**config.mk**
```make
export PLATFORM = sky130hd
export DESIGN_NAME = sample_stream_buffer_flat
export DESIGN_NICKNAME = d
export VERILOG_FILES = /design/src/rtl/sample_stream_buffer_if.sv /design/src/rtl/sample_stream_buffer.sv /design/src/flat_wrapper.sv
export SDC_FILE = /design/constraint.sdc
export NUM_CORES = 1
export LEC_CHECK = 0
export CAP_MARGIN = 15
export CORE_MARGIN = 10
export CORE_UTILIZATION = 50
export CTS_BUF_LIST = sky130_fd_sc_hd__clkbuf_16
export CTS_CLUSTER_DIAMETER = 120
export DETAILED_ROUTE_END_ITERATION = 7
export GPL_TIMING_DRIVEN = 0
export PLACE_DENSITY_LB_ADDON = 0.25
export SLEW_MARGIN = 20
export SYNTH_ARGS = -nofsm -noshare
export SYNTH_HDL_FRONTEND = slang
export SYNTH_SLANG_ARGS = --single-unit
```
**constraint.sdc**
```tcl
create_clock -name clk -period 3.7 [get_ports clk]
set_input_delay 0.74 -clock clk [delete_from_list [all_inputs] [get_ports clk]]
set_output_delay 0.74 -clock clk [all_outputs]
set_load 0.01 [all_outputs]
```
**src/rtl/sample_stream_buffer_if.sv**
```systemverilog
// Stream bundle between the filter output, the sample buffer and its consumer.
// slave is the buffer side; master is the filter/consumer (testbench) side.
interface sample_stream_buffer_if #(
  parameter int unsigned IN_WIDTH = 12,
  parameter int unsigned DEPTH    = 16
);
  localparam int unsigned LW = $clog2(DEPTH) + 1;

  logic [IN_WIDTH-1:0] in_data;
  logic                in_strobe;
  logic                in_valid;
  logic [IN_WIDTH-1:0] out_data;
  logic                out_valid;
  logic                out_ready;
  logic [LW-1:0]       level;
  logic                overflow;
  logic [15:0]         drop_count;
  logic                clear_ovf;

  modport slave (
    input  in_data, in_strobe, in_valid, out_ready, clear_ovf,
    output out_data, out_valid, level, overflow, drop_count
  );

  modport master (
    output in_data, in_strobe, in_valid, out_ready, clear_ovf,
    input  out_data, out_valid, level, overflow, drop_count
  );
endinterface

```
**src/rtl/sample_stream_buffer.sv**
```systemverilog
// Captures strobed filter samples (offset-binary -> two's complement), buffers them
// in a FWFT FIFO with registered head, and reports overflow with a sticky flag/counter.
module sample_stream_buffer #(
  parameter int unsigned IN_WIDTH   = 12,
  parameter int unsigned DEPTH      = 16,
  parameter int unsigned OFFSET_BIN = 1
) (
  input  logic                  clk,
  input  logic                  rst,
  sample_stream_buffer_if.slave bus
);
  localparam int unsigned PW       = $clog2(DEPTH);
  localparam int unsigned LW       = PW + 1;
  localparam logic        MSB_FLIP = (OFFSET_BIN != 0);

  logic [IN_WIDTH-1:0] mem [DEPTH];
  logic [PW-1:0]       wr_ptr, rd_ptr, rd_ptr_nxt;
  logic [LW-1:0]       level, level_nxt;
  logic [IN_WIDTH-1:0] out_data;
  logic                out_valid;
  logic                overflow;
  logic [15:0]         drop_count;

  logic [IN_WIDTH-1:0] stored;
  logic                wr, pop, full, wr_acc, drop;

  always_comb begin
    stored     = {bus.in_data[IN_WIDTH-1] ^ MSB_FLIP, bus.in_data[IN_WIDTH-2:0]};
    wr         = bus.in_strobe & bus.in_valid;
    pop        = out_valid & bus.out_ready;
    full       = (level == LW'(DEPTH));
    wr_acc     = wr & (~full | pop);
    drop       = wr & full & ~pop;
    rd_ptr_nxt = rd_ptr + PW'(1);
    level_nxt  = level;
    case ({wr_acc, pop})
      2'b10:   level_nxt = level + LW'(1);
      2'b01:   level_nxt = level - LW'(1);
      default: level_nxt = level;
    endcase
  end

  always_ff @(posedge clk) begin
    if (wr_acc && !rst) mem[wr_ptr] <= stored;
  end

  // out_data mirrors mem[rd_ptr]; on a pop from a single-entry FIFO the
  // sample being written this cycle becomes the new head directly.
  always_ff @(posedge clk) begin
    if (rst) begin
      wr_ptr    <= '0;
      rd_ptr    <= '0;
      level     <= '0;
      out_valid <= 1'b0;
      out_data  <= '0;
    end else begin
      if (wr_acc) wr_ptr <= wr_ptr + PW'(1);
      if (pop)    rd_ptr <= rd_ptr_nxt;
      level     <= level_nxt;
      out_valid <= (level_nxt != '0);
      if (pop) begin
        if (level > LW'(1))
          out_data <= mem[rd_ptr_nxt];
        else if (wr_acc)
          out_data <= stored;
      end else if (wr_acc && level == '0) begin
        out_data <= stored;
      end
    end
  end

  // A drop coinciding with clear_ovf restarts the count at one.
  always_ff @(posedge clk) begin
    if (rst) begin
      overflow   <= 1'b0;
      drop_count <= '0;
    end else if (drop) begin
      overflow <= 1'b1;
      if (bus.clear_ovf)
        drop_count <= 16'd1;
      else if (drop_count != '1)
        drop_count <= drop_count + 16'd1;
    end else if (bus.clear_ovf) begin
      overflow   <= 1'b0;
      drop_count <= '0;
    end
  end

  assign bus.out_data   = out_data;
  assign bus.out_valid  = out_valid;
  assign bus.level      = level;
  assign bus.overflow   = overflow;
  assign bus.drop_count = drop_count;
endmodule

```
**src/flat_wrapper.sv**
```systemverilog
// flat-port wrapper written by rule: the top's interface ports become plain ports
module sample_stream_buffer_flat 
#(
  parameter int unsigned IN_WIDTH   = 12,
  parameter int unsigned DEPTH      = 16,
  parameter int unsigned OFFSET_BIN = 1
)
  (clk, rst, bus_in_data, bus_in_strobe, bus_in_valid, bus_out_ready, bus_clear_ovf, bus_out_data, bus_out_valid, bus_level, bus_overflow, bus_drop_count);
  sample_stream_buffer_if #(.IN_WIDTH(IN_WIDTH), .DEPTH(DEPTH)) bus_i ();
  input  logic clk;
  input  logic rst;
  input wire logic [$bits(bus_i.in_data)-1:0] bus_in_data;
  input wire logic [$bits(bus_i.in_strobe)-1:0] bus_in_strobe;
  input wire logic [$bits(bus_i.in_valid)-1:0] bus_in_valid;
  input wire logic [$bits(bus_i.out_ready)-1:0] bus_out_ready;
  input wire logic [$bits(bus_i.clear_ovf)-1:0] bus_clear_ovf;
  output wire logic [$bits(bus_i.out_data)-1:0] bus_out_data;
  output wire logic [$bits(bus_i.out_valid)-1:0] bus_out_valid;
  output wire logic [$bits(bus_i.level)-1:0] bus_level;
  output wire logic [$bits(bus_i.overflow)-1:0] bus_overflow;
  output wire logic [$bits(bus_i.drop_count)-1:0] bus_drop_count;
  assign bus_i.in_data = bus_in_data;
  assign bus_i.in_strobe = bus_in_strobe;
  assign bus_i.in_valid = bus_in_valid;
  assign bus_i.out_ready = bus_out_ready;
  assign bus_i.clear_ovf = bus_clear_ovf;
  assign bus_out_data = bus_i.out_data;
  assign bus_out_valid = bus_i.out_valid;
  assign bus_level = bus_i.level;
  assign bus_overflow = bus_i.overflow;
  assign bus_drop_count = bus_i.drop_count;
  sample_stream_buffer #(.IN_WIDTH(IN_WIDTH), .DEPTH(DEPTH), .OFFSET_BIN(OFFSET_BIN)) u_core (.clk(clk), .rst(rst), .bus(bus_i));
endmodule
```
==> flow_metrics.py, run 1 <==
metrics = {
    "finish": {
        "area_delta_synth_final_pct": 16.8,
        "seqCellArea_um2": 6630,
        "fin_cells": 978,
        "multiInputGateArea_um2": 2960,
        "diodes": 0,
        "nFillCells": 1459,
        "fin_area_um2": 11400,
        "drive_gt1_frac": 0.175,
        "nNetsFinal": 725,
    },
    "clock_tree": {
        "clkLatencyLatePin_ns": 0.51,
        "clk_path_buf_depth": 3,
        "post_cts_resized": 0,
        "cts_root_buffer": "clkbuf_16",
        "cts_hold_buffers": 0,
        "clk_pin_slew_worst_paths_ns": 0.06,
        "cts_tree": "built",
        "numClockSinks": 235,
        "cts_setup_buffers": 0,
        "cts_buffers": 24,
        "htreeDepth": 1,
    },
    "timing": {
        "worst_pin_slew_ns": 1.03,
        "period_needed_ns": 3.18,
        "setup_viol": 0,
        "post-route-period-util": 0.859,
        "final_hold_viol_count": 0,
        "maxSlewHeadroom": 0.309,
        "rsz0062_at_grt": "no",
        "tns_ns": 0,
        "skew_ns": 0.00852,
        "final_max_slew_viol_count": 0,
        "max_freq_ghz": 0.315,
    },
    "critical_path": {
        "end_kind": "flop",
        "cp_cell_sequence": "clkbuf_1 -> inv_1 -> ha_1 -> a31oi_2 -> ha_1 -> inv_1 -> nor4_1 -> a31oi_1 -> and3_1 -> a41oi_1",
        "path_delay_family": "adder cells",
        "required_ns": 4.12,
        "critPathLaunchType": "flop",
        "path_buf_inv": 3,
        "worst-setup-path-type": "flop to flop",
        "arrival_ns": 3.60,
        "crit_fanout": 10,
        "critPathMaxStageDelay_ns": 0.43,
        "slowest_stage": "a31oi_2",
        "reg2reg_slack_ns": 0.52,
    },
    "power_and_ir_drop": {
        "p_comb_frac": 0.099,
        "power_frac_seq": 0.505,
        "power.leakage_nw": 3.61,
        "switchingPower_mw": 1.28,
        "switching_share": 0.221,
        "powerDensity_nw_per_um2": 508,
        "share_clk_of_total_power": 0.396,
        "ir_drop_uv": 348,
        "intPower_mw": 4.52,
    },
    "logic_synthesis": {
        "syn_inst": 618,
        "yosysTopAreaCellShare": 0.589,
        "ys_types": 65,
        "synthFlopType": "edfxtp_1",
        "ys_ff_latch": 235,
        "synth_edf_count": 192,
        "ys_top_cells_by_area": "edfxtp_1 59%, dfxtp_1 8.8%, mux4_2 8.3%",
        "yosysMostFrequentCell": "edfxtp_1",
        "ys_warn_count": 0,
        "synth_common_cells": "192 x edfxtp_1, 43 x dfxtp_1, 43 x nor2_1, 40 x a21oi_1, 37 x mux2i_1",
        "syn_nets": 648,
        "syn_avg_cell_area_um2": 15.8,
        "yosysSeqAreaShare": 0.677,
        "async_flop_share": 0,
        "syn-cell-area_um2": 9780,
        "yosys.area.top_type": "edfxtp_1",
    },
    "grt": {
        "grt_pass1_wl_um": 32600,
        "grt_start_max_net_pins": 18,
        "grt_usage": 0.159,
        "grt_pass1_vias": 5916,
        "antenna_found_initial": 0,
        "grt-ovfl-total": 0,
    },
    "floorplanning": {
        "fp-row-count": 51,
        "start_util": 0.506,
        "die_width_um": 160,
        "core_area_um2": 19300,
        "ioPinCount": 53,
        "die_area_um2": 25600,
        "die_h_um": 160,
    },
    "placement": {
        "io_buffer_count": 51,
        "dp_cells": 934,
        "dpl.hpwl_um": 13900,
        "gp_congestion": 0.863,
        "place_area_um2": 10600,
    },
    "drt": {
        "first_pass_iters": 4,
        "viasPerCell": 5.74,
        "drc": 0,
        "drt_iter0_drc": 455,
        "antenna_left": 0,
        "routed-via-count": 5616,
        "wl_per_cell_um": 21.0,
        "routed_wl_um": 20600,
    },
    "hold_path": {
        "min_path_type": "flop to flop",
    },
    "status": {
        "outcome": "completed",
    },
    "job": {
        "maxCapViolCount": 0,
    },
}
[layer usage]
| layer | share of wire | wire length [µm] | track usage |
|---|---|---|---|
| met1 | 0.44 | 9000 | 0.202 |
| met3 | 0.046 | 941 | 0.0326 |
| met5 | 0 | 0 | 0 |
| met4 | 0.014 | 298 | 0.0392 |
| met2 | 0.50 | 10300 | 0.274 |
[tightest hold or removal path, cell delays in order, from the launching register on]
cell	delay (ns)
dfxtp_1	0.31
nand2b_1	0.06
a21oi_1	0.06
[power groups by stage]
stage / registers (mW) / clock network [mW] / logic [mW]
6_report: 2.93 / 2.29 / 0.575
5_1_grt: 2.93 / 2.45 / 0.623
4_1_cts: 2.93 / 2.34 / 0.579
3_5_place_dp: 2.98 / 0 / 0.577
3_3_place_gp: 2.98 / 0 / 0.563
2_1_floorplan: 2.99 / 0 / 0.359
[cell type report]
class / count / area share
Sequential cell: 235 / 0.580
Clock buffer: 25 / 0.0548
Tap cell: 265 / 0.0290
Timing Repair Buffer: 51 / 0.0447
Buffer: 32 / 0.0160
Inverter: 12 / 0.00394
Multi-Input combinational cell: 339 / 0.260
Clock inverter: 19 / 0.0118
[registers in the layout, summed over array words and instances, names as in the netlist]
register               flops
u_core.bus.drop_count     16
u_core.bus.level           5
u_core.bus.out_data       12
u_core.bus.out_valid       1
u_core.bus.overflow        1
u_core.mem               192
u_core.rd_ptr              4
u_core.wr_ptr              4
[kinds of logic (layout without fill, tap and decap cells)]
kind of cell    after synthesis  count (layout)  synth area share
flops                       235             235             0.677
simple gates                133             133            0.0681
compound gates              106             106            0.0816
mux                          73              73             0.121
buf+inv                      44             139            0.0233
xor+xnor                     15              15            0.0134
fa+ha+maj                    12              12            0.0154
[final timing paths]
path	endpoint	startpoint	cells after the start
worst max-delay path	u_core.bus.out_valid	u_core.bus.level[0]	10
worst min-delay path	u_core.bus.overflow	u_core.bus.overflow	2
worst max register to register	u_core.bus.out_valid	u_core.bus.level[0]	10
worst min register to register	u_core.bus.overflow	u_core.bus.overflow	2
[layout by cell type, fill, tap and decap left out, types with 3 or more instances in the layout]
cell               n
inv_1             19
buf_6              3
nand2b_1           3
nand3_1           21
dfxtp_1           43
mux4_2            36
xnor2_1           10
nand2_1           35
ha_1              12
o21ai_0            6
clkbuf_16         25
nand4_1            3
a211oi_1           6
edfxtp_1         192
and3_1             4
nor2_2            15
buf_2             17
clkbuf_1           6
or3_1              5
a21oi_1           40
xor2_1             5
clkinv_1           4
a31oi_1            3
clkinv_2           3
nor3_1             3
clkdlybuf4s50_1   51
mux2i_1           37
a22o_1            12
buf_4              5
o22a_1            12
nor2_1            28
[per-stage QoR]
stage	total power [mW]	hold slack (ns)	setup WS [ns]	utilization
2_1_floorplan	3.35	0.454	1.09	-
3_3_place_gp	3.55	0.462	0.124	0.549
3_5_place_dp	3.56	0.468	0.174	0.550
4_1_cts	5.84	0.481	0.408	0.590
5_1_grt	6.00	0.504	0.260	0.591
6_report	5.80	0.478	0.523	0.591
No activity file was read; power rests on OpenSTA's default activity.
==> run 2, diff against run 1 <==
--- a/config.mk
+++ b/config.mk
@@ -6,6 +6,7 @@
 export NUM_CORES = 1
 export LEC_CHECK = 0
 export CAP_MARGIN = 15
+export CORE_ASPECT_RATIO = 0.8
 export CORE_MARGIN = 10
 export CORE_UTILIZATION = 50
 export CTS_BUF_LIST = sky130_fd_sc_hd__clkbuf_16
==> flow_metrics.py, run 2 (same netlist as run 1, synthesis figures left out) <==
metrics = {
    "power_and_ir_drop": {
        "share_clk_of_total_power": 0.408,
        "switching_share": 0.225,
        "p_comb_frac": 0.099,
        "power.leakage_nw": 3.62,
        "switchingPower_mw": 1.33,
        "intPower_mw": 4.60,
        "powerDensity_nw_per_um2": 518,
        "power_frac_seq": 0.494,
        "ir_drop_uv": 285,
    },
    "critical_path": {
        "required_ns": 4.13,
        "crit_fanout": 10,
        "end_kind": "flop",
        "critPathLaunchType": "flop",
        "arrival_ns": 3.50,
        "worst-setup-path-type": "flop to flop",
    },
    "clock_tree": {
        "cts_setup_buffers": 0,
        "htreeDepth": 1,
        "cts_root_buffer": "clkbuf_16",
        "post_cts_resized": 0,
        "cts_tree": "built",
        "cts_hold_buffers": 0,
        "cts_buffers": 24,
        "clk_pin_slew_worst_paths_ns": 0.06,
        "numClockSinks": 235,
        "clkLatencyLatePin_ns": 0.51,
        "clk_path_buf_depth": 3,
    },
    "timing": {
        "holdWs_ns": 0.475,
        "max_freq_ghz": 0.326,
        "setup_slack_ns": 0.629,
        "setup_viol": 0,
        "rsz0062_at_grt": "no",
        "skew_ns": 0.0161,
        "post-route-period-util": 0.830,
        "period_needed_ns": 3.07,
        "maxSlewHeadroom": 0.459,
        "tns_ns": 0,
        "final_max_slew_viol_count": 0,
        "final_hold_viol_count": 0,
        "worst_pin_slew_ns": 0.811,
    },
    "drt": {
        "routed-via-count": 5718,
        "viasPerCell": 5.89,
        "first_pass_iters": 5,
        "drc": 0,
        "antenna_left": 0,
        "drt_iter0_drc": 483,
        "wl_per_cell_um": 21.9,
        "routed_wl_um": 21200,
    },
    "finish": {
        "diodes": 0,
        "top_regs": "u_core.mem (192), u_core.bus.drop_count (16), u_core.bus.out_data (12)",
        "nFillCells": 1430,
        "fin_util": 0.600,
        "top_register": "u_core.mem",
        "mostFrequentLayoutCells": "192 x edfxtp_1, 51 x clkdlybuf4s50_1, 43 x dfxtp_1, 40 x a21oi_1, 37 x mux2i_1",
        "drive_gt1_frac": 0.182,
        "layout_commonest_cell": "edfxtp_1",
        "area_delta_synth_final_pct": 17.1,
        "largest_reg_flops": 192,
        "seqCellArea_um2": 6630,
        "multiInputGateArea_um2": 2970,
        "nNetsFinal": 725,
    },
    "grt": {
        "grt_pass1_wl_um": 33800,
        "grt_start_max_net_pins": 18,
        "grt-ovfl-total": 0,
        "grt_usage": 0.165,
        "grt_pass1_vias": 5884,
        "antenna_found_initial": 0,
    },
    "floorplanning": {
        "start_util": 0.512,
        "ioPinCount": 53,
        "fp-row-count": 45,
        "core_area_um2": 19100,
        "die_area_um2": 25600,
        "die_width_um": 176,
        "die_h_um": 145,
    },
    "placement": {
        "dpl.hpwl_um": 14000,
        "gp_congestion": 0.913,
        "io_buffer_count": 51,
        "dp_slack_ns": 0.164,
    },
    "status": {
        "outcome": "completed",
    },
    "job": {
        "maxCapViolCount": 0,
    },
    "hold_path": {
        "min_path_type": "flop to flop",
    },
}
==> run 2: area by class of cell <==
class	count	share of cell area
Tap cell	258	0.0282
Buffer	32	0.0160
Multi-Input combinational cell	339	0.259
Timing Repair Buffer	51	0.0446
Sequential cell	235	0.579
Clock inverter	19	0.0151
Clock buffer	25	0.0546
Inverter	12	0.00393
==> run 2: worst max-delay path, stage by stage (launching register included) <==
cell and delay [ns]:
dfxtp_1 0.38, clkbuf_1 0.34, inv_1 0.17, ha_1 0.31, a31oi_2 0.43, ha_1 0.41, inv_1 0.14, nor4_1 0.31
a31oi_1 0.06, and3_1 0.23, a41oi_1 0.20
==> run 2: path summary, 6_finish.rpt <==
| kind | start | end | slack (ns) | cells after the start |
|---|---|---|---|---|
| worst max-delay path | u_core.bus.level[0] | u_core.bus.out_valid | 0.63 | 10 |
| worst min-delay path | u_core.bus.overflow | u_core.bus.overflow | 0.48 | 2 |
| worst max register to register | u_core.bus.level[0] | u_core.bus.out_valid | 0.63 | 10 |
| worst min register to register | u_core.bus.overflow | u_core.bus.overflow | 0.48 | 2 |
==> run 2: metal layers <==
layer	share of wire	wire length (µm)	track usage	vias up
met5	0	0	0	-
met4	0.016	348	0.0361	0
met3	0.063	1330	0.0300	24
met2	0.48	10100	0.263	165
met1	0.44	9430	0.230	2950
li1	-	-	-	2579
==> run 2: per-stage QoR <==
step / instances / area [µm²] / power, mW
floorplan: 618 / 9780 / 3.35
global placement: 927 / 10600 / 3.55
detailed placement: 927 / 10600 / 3.57
CTS: 971 / 11400 / 5.97
global route: 971 / 11500 / 6.11
finish: 971 / 11500 / 5.93
==> run 2: power groups by stage <==
stage / clock network, mW / logic [mW] / registers, mW
global route: 2.55 / 0.634 / 2.93
CTS: 2.46 / 0.585 / 2.93
detailed placement: 0 / 0.583 / 2.98
global placement: 0 / 0.568 / 2.98
floorplan: 0 / 0.359 / 2.99
finish: 2.42 / 0.585 / 2.93
